### config.mk
export PLATFORM = sky130hd
export DESIGN_NAME = cdb_arbiter
export DESIGN_NICKNAME = d
export VERILOG_FILES = /design/src/rtl/cdb_arbiter.sv
export SDC_FILE = /design/constraint.sdc
export NUM_CORES = 1
export LEC_CHECK = 0
export ABC_AREA = 1
export ABC_CLOCK_PERIOD_IN_PS = 6900
export CORE_MARGIN = 2
export CORE_UTILIZATION = 55
export DETAILED_ROUTE_END_ITERATION = 10
export GPL_ROUTABILITY_DRIVEN = 0
export PLACE_DENSITY = 0.79
export SLEW_MARGIN = 25
export SYNTH_ARGS = -nofsm -noshare
export SYNTH_HDL_FRONTEND = slang
export SYNTH_SLANG_ARGS = --single-unit
export TNS_END_PERCENT = 20
### constraint.sdc
create_clock -name clock -period 6.9 [get_ports clock]
set_input_delay 1.035 -clock clock [delete_from_list [all_inputs] [get_ports clock]]
set_output_delay 1.035 -clock clock [all_outputs]
set_load 0.1 [all_outputs]
### src/rtl/cdb_arbiter.sv
// Common data bus arbiter: buffers ALU and MEM results in small per-source FIFOs
// and broadcasts one result per cycle, round-robin, on a registered bus.
module cdb_arbiter #(
  parameter int DEPTH = 2,
  parameter int WIDTH = 23
) (
  input  logic             clock,
  input  logic             reset,
  input  logic             alu_done,
  input  logic [WIDTH-1:0] alu_solution,
  input  logic             mem_done,
  input  logic [WIDTH-1:0] mem_solution,
  output logic             alu_full,
  output logic             mem_full,
  output logic             cdb_valid,
  output logic [WIDTH-1:0] cdb_data,
  output logic             cdb_src,
  output logic             overflow
);

  localparam int PTR_W = $clog2(DEPTH);
  localparam int CNT_W = PTR_W + 1;

  // Index 0 is the ALU source, index 1 the MEM source.
  logic [1:0]       push;
  logic [1:0]       pop;
  logic [1:0]       non_empty;
  logic [1:0]       full;
  logic [WIDTH-1:0] din  [2];
  logic [WIDTH-1:0] head [2];

  logic             grant_mem;
  logic             grant_any;

  logic             prio_reg;
  logic             cdb_valid_reg;
  logic [WIDTH-1:0] cdb_data_reg;
  logic             cdb_src_reg;
  logic             overflow_reg;

  assign push    = {mem_done, alu_done};
  assign din[0]  = alu_solution;
  assign din[1]  = mem_solution;

  generate
    for (genvar gi = 0; gi < 2; gi++) begin : g_fifo
      logic [WIDTH-1:0] mem_q [DEPTH];
      logic [PTR_W-1:0] wr_ptr_reg;
      logic [PTR_W-1:0] rd_ptr_reg;
      logic [CNT_W-1:0] count_reg;
      logic             accept;

      assign full[gi]      = (count_reg == CNT_W'(DEPTH));
      assign non_empty[gi] = (count_reg != '0);
      // A strobe into a full FIFO still lands if the head leaves on the same edge.
      assign accept        = push[gi] && (!full[gi] || pop[gi]);
      assign head[gi]      = mem_q[rd_ptr_reg];

      always_ff @(posedge clock) begin
        if (reset) begin
          wr_ptr_reg <= '0;
          rd_ptr_reg <= '0;
          count_reg  <= '0;
        end else begin
          if (accept) begin
            wr_ptr_reg <= wr_ptr_reg + PTR_W'(1);
          end
          if (pop[gi]) begin
            rd_ptr_reg <= rd_ptr_reg + PTR_W'(1);
          end
          case ({accept, pop[gi]})
            2'b10:   count_reg <= count_reg + CNT_W'(1);
            2'b01:   count_reg <= count_reg - CNT_W'(1);
            default: count_reg <= count_reg;
          endcase
        end
      end

      always_ff @(posedge clock) begin
        if (accept) begin
          mem_q[wr_ptr_reg] <= din[gi];
        end
      end
    end
  endgenerate

  // MEM wins when it is the only candidate or holds priority over a busy ALU.
  assign grant_mem = non_empty[1] && (!non_empty[0] || prio_reg);
  assign grant_any = |non_empty;
  assign pop[0]    = non_empty[0] && !grant_mem;
  assign pop[1]    = grant_mem;

  always_ff @(posedge clock) begin
    if (reset) begin
      prio_reg      <= 1'b0;
      cdb_valid_reg <= 1'b0;
      cdb_data_reg  <= '0;
      cdb_src_reg   <= 1'b0;
      overflow_reg  <= 1'b0;
    end else begin
      cdb_valid_reg <= grant_any;
      if (grant_any) begin
        cdb_data_reg <= grant_mem ? head[1] : head[0];
        cdb_src_reg  <= grant_mem;
        prio_reg     <= !grant_mem;
      end
      if (|(push & full & ~pop)) begin
        overflow_reg <= 1'b1;
      end
    end
  end

  assign alu_full  = full[0];
  assign mem_full  = full[1];
  assign cdb_valid = cdb_valid_reg;
  assign cdb_data  = cdb_data_reg;
  assign cdb_src   = cdb_src_reg;
  assign overflow  = overflow_reg;

endmodule

==> summary.json <==
{
  "pwr": {
    "pwr_density_cell_mw_per_mm2": 454.0,
    "worst_ir_drop_on_vdd_uv": 208.0,
    "total_power_mw": 2.917,
    "sw_frac_of_total_pct": 38.68,
    "static-leakage-power_nw": 2.400,
    "clock_share_of_power_pct": 31.0,
    "power_switching_mw": 1.128,
    "share_seq_of_total_power_pct": 35.2,
    "cellInternalPower_mw": 1.789,
    "p_comb_share_pct": 33.8
  },
  "timing": {
    "achievable-frequency_mhz": 297.8,
    "final.setup_skew_ns": 0.008460,
    "finalCritPeriodShare_pct": 48.66,
    "setup_tns_ns": 0,
    "slew_of_the_pin_with_the_lowest_slew_margin_ns": 0.9895,
    "final_hold_vio_count": 0,
    "final_period_minus_worst_setup_slack_ns": 3.357,
    "grt_setup_unrepaired": "no",
    "setup_ws_ns": 3.543,
    "fin_worst_hold_slack_ns": 0.4622,
    "final_max_tran_viols": 0,
    "slew-limit-headroom_pct": 33.82,
    "finalSetupViolations": 0
  },
  "synthesis": {
    "ys_seq_elements": 129,
    "synth_cell_type_count": 26,
    "synthCells": 421,
    "yosys_warnings": 0,
    "combinational_family_with_the_most_area_after_synthesis": "simple AND/OR/NAND/NOR gates",
    "yosys.area.top_type_share_pct": 55.52,
    "synth_area_mm2": 0.004976,
    "synth_compound_area_share_pct": 9.480,
    "synth_simple_gate_area_share_pct": 10.91,
    "synth_xor_area_share_pct": 0,
    "postSynthAreaPerCell_um2": 11.82,
    "synth-seq-area-share_pct": 70.40,
    "cell_types_occupying_the_most_area_after_synthesis": "sky130_fd_sc_hd__edfxtp_1 56%, sky130_fd_sc_hd__dfxtp_1 15%, sky130_fd_sc_hd__nand2_1 7.8%",
    "synth_top_cell_by_area": "sky130_fd_sc_hd__edfxtp_1",
    "synth.mux.area_fraction_pct": 2.716,
    "syn_nets": 471,
    "synth-adder-area-share_pct": 0
  },
  "clocking": {
    "tritoncts": "built",
    "cts_resized": 0,
    "sinks_on_clock_net": 129,
    "path_clk_slew_ns": 0.06,
    "worst_skew_late_latency_ns": 0.51,
    "clk_buf_depth": 2,
    "cts_inserted_buffers": 17,
    "cts.root.buffer_cell": "sky130_fd_sc_hd__clkbuf_8",
    "postCtsHoldBufs": 0,
    "cts.htree.levels": 4,
    "cts.repair_timing.setup_buffer_count": 0
  },
  "global_routing": {
    "overflow_left_after_global_routing": 0,
    "first_global_vias": 3484,
    "antenna_found_initial": 0,
    "grt_first_pass_wirelength_um": 16530,
    "maximum_number_of_pins_on_one_net_before_global_route_repair": 29,
    "grt_use_total_pct": 22.38
  },
  "cells_and_area": {
    "num_antenna_cells": 0,
    "largest_register_ff_count": 92,
    "finish.utilization_pct": 73.30,
    "area.sequential_mm2": 0.003503,
    "area_of_the_multi_input_gates_mm2": 0.001170,
    "fillers": 555,
    "area_growth_pct": 29.09,
    "layout.nets": 554,
    "share_of_final_layout_standard_cells_stronger_than_drive_strength_1_pct": 12.96,
    "post_layout_nonfiller_instances": 625,
    "final_design_area_no_fill_mm2": 0.006424
  },
  "detailed_routing": {
    "detail-route-antenna-nets": 0,
    "totalWireLength_um": 10770,
    "drt-initial-drc-count": 182,
    "wl_per_cell_um": 17.23,
    "post-route-drc-count": 0,
    "vias": 3399,
    "first_pass_iteration_count_of_the_detailed_router": 4,
    "drt-vias-per-instance": 5.438
  },
  "worst_setup_path": {
    "timing.critical_path.from_type": "flop",
    "path_class": "reg -> out",
    "slowest_stage": "sky130_fd_sc_hd__clkdlybuf4s50_1",
    "timing.critical_path.required_ns": 5.86,
    "critical-path-top-delay-family": "buffers and inverters",
    "worst_path_cell_trace": "inv_2, nand2_1, inv_1, clkdlybuf4s50_1",
    "cp.arrival_ns": 2.32,
    "end_kind": "primary output",
    "cp.buffers_inverters": 3,
    "cp_max_fo": 4,
    "critical_path.max_stage_delay_ns": 1.14
  },
  "floorplanning": {
    "design.portCount": 78,
    "die_h_um": 99.12,
    "core-area_mm2": 0.008763,
    "fp-row-count": 34,
    "fp.dieW_um": 99.12,
    "initial_utilization_pct": 56.78,
    "die_ar_mm2": 0.009824
  },
  "placement": {
    "post_place_worst_slack_ns": 4.055,
    "dp.final_hpwl_um": 6664,
    "detailed_place.area_mm2": 0.005817,
    "placedCellCount": 593,
    "place.port_buffers": 77
  },
  "run_status": {
    "status": "complete, no violations"
  },
  "hold_path": {
    "hold_path_class": "reg -> reg"
  },
  "run": {
    "max_cap_violation_count": 0
  }
}
## logic make-up (layout without fill, tap and decap cells)
family | Yosys count | in the layout
simple gates | 133 | 133
buf+inv | 70 | 166
compound gates | 77 | 77
flops | 129 | 129
mux | 12 | 12
## path summary, 6_finish.rpt
path	start	endpoint	slack, ns	cells after the start
setup / recovery	g_fifo[1].count_reg[0]	mem_full	3.54	4
hold / removal	g_fifo[0].rd_ptr_reg	flop	0.46	1
setup reg to reg	g_fifo[1].count_reg[1]	g_fifo[0].mem_q[0][8]	4.88	6
hold reg to reg	g_fifo[0].rd_ptr_reg	flop	0.46	1
## metal layers
layer	vias to the layer above	wire length, µm	track usage (%)
met4	0	148	7.798
met3	13	794	6.676
met1	1621	4318	27.01
met5	-	0	0
met2	163	5509	38.46
li1	1602	-	-
## cell usage in the layout (no fill, tap or decap), types with 5 or more instances in the layout
master	n
sky130_fd_sc_hd__dfxtp_1	37
sky130_fd_sc_hd__edfxtp_1	92
sky130_fd_sc_hd__nor2_1	11
sky130_fd_sc_hd__a21oi_1	7
sky130_fd_sc_hd__o211ai_1	11
sky130_fd_sc_hd__nand2_1	104
sky130_fd_sc_hd__clkbuf_16	16
sky130_fd_sc_hd__o21ai_0	30
sky130_fd_sc_hd__buf_4	5
sky130_fd_sc_hd__clkinv_2	6
sky130_fd_sc_hd__mux2_2	12
sky130_fd_sc_hd__nand3_1	5
sky130_fd_sc_hd__a31oi_1	23
sky130_fd_sc_hd__clkdlybuf4s50_1	77
sky130_fd_sc_hd__inv_1	47
## cell type report
cell class / instances / area share, %
multi-input combinational: 222 / 18.21
sequential: 129 / 54.54
inverter: 52 / 3.116
timing repair buffer: 82 / 12.58
clock inverter: 13 / 2.571
clock buffer: 19 / 6.876
tap: 108 / 2.104
## power groups by stage
| stage | combinational [mW] | sequential (mW) | clock, mW |
|---|---|---|---|
| 2_1_floorplan | 0.390 | 1.40 | 0 |
| 3_3_place_gp | 0.955 | 1.03 | 0 |
| 3_5_place_dp | 0.978 | 1.04 | 0 |
| 4_1_cts | 0.987 | 1.03 | 0.911 |
| 5_1_grt | 1.04 | 1.04 | 0.947 |
| 6_report | 0.984 | 1.03 | 0.904 |
## cell usage after synthesis (all sizes together)
master,n
nand2,110
edfxtp,92
inv,52
dfxtp,37
o21ai,33
a31oi,23
nor2,16
buf,13
mux2,12
o211ai,11
a21oi,8
clkbuf,5
nand3,5
nand4,2
a211oi,1
a41oi,1
No activity file was read; power rests on OpenSTA's default activity.
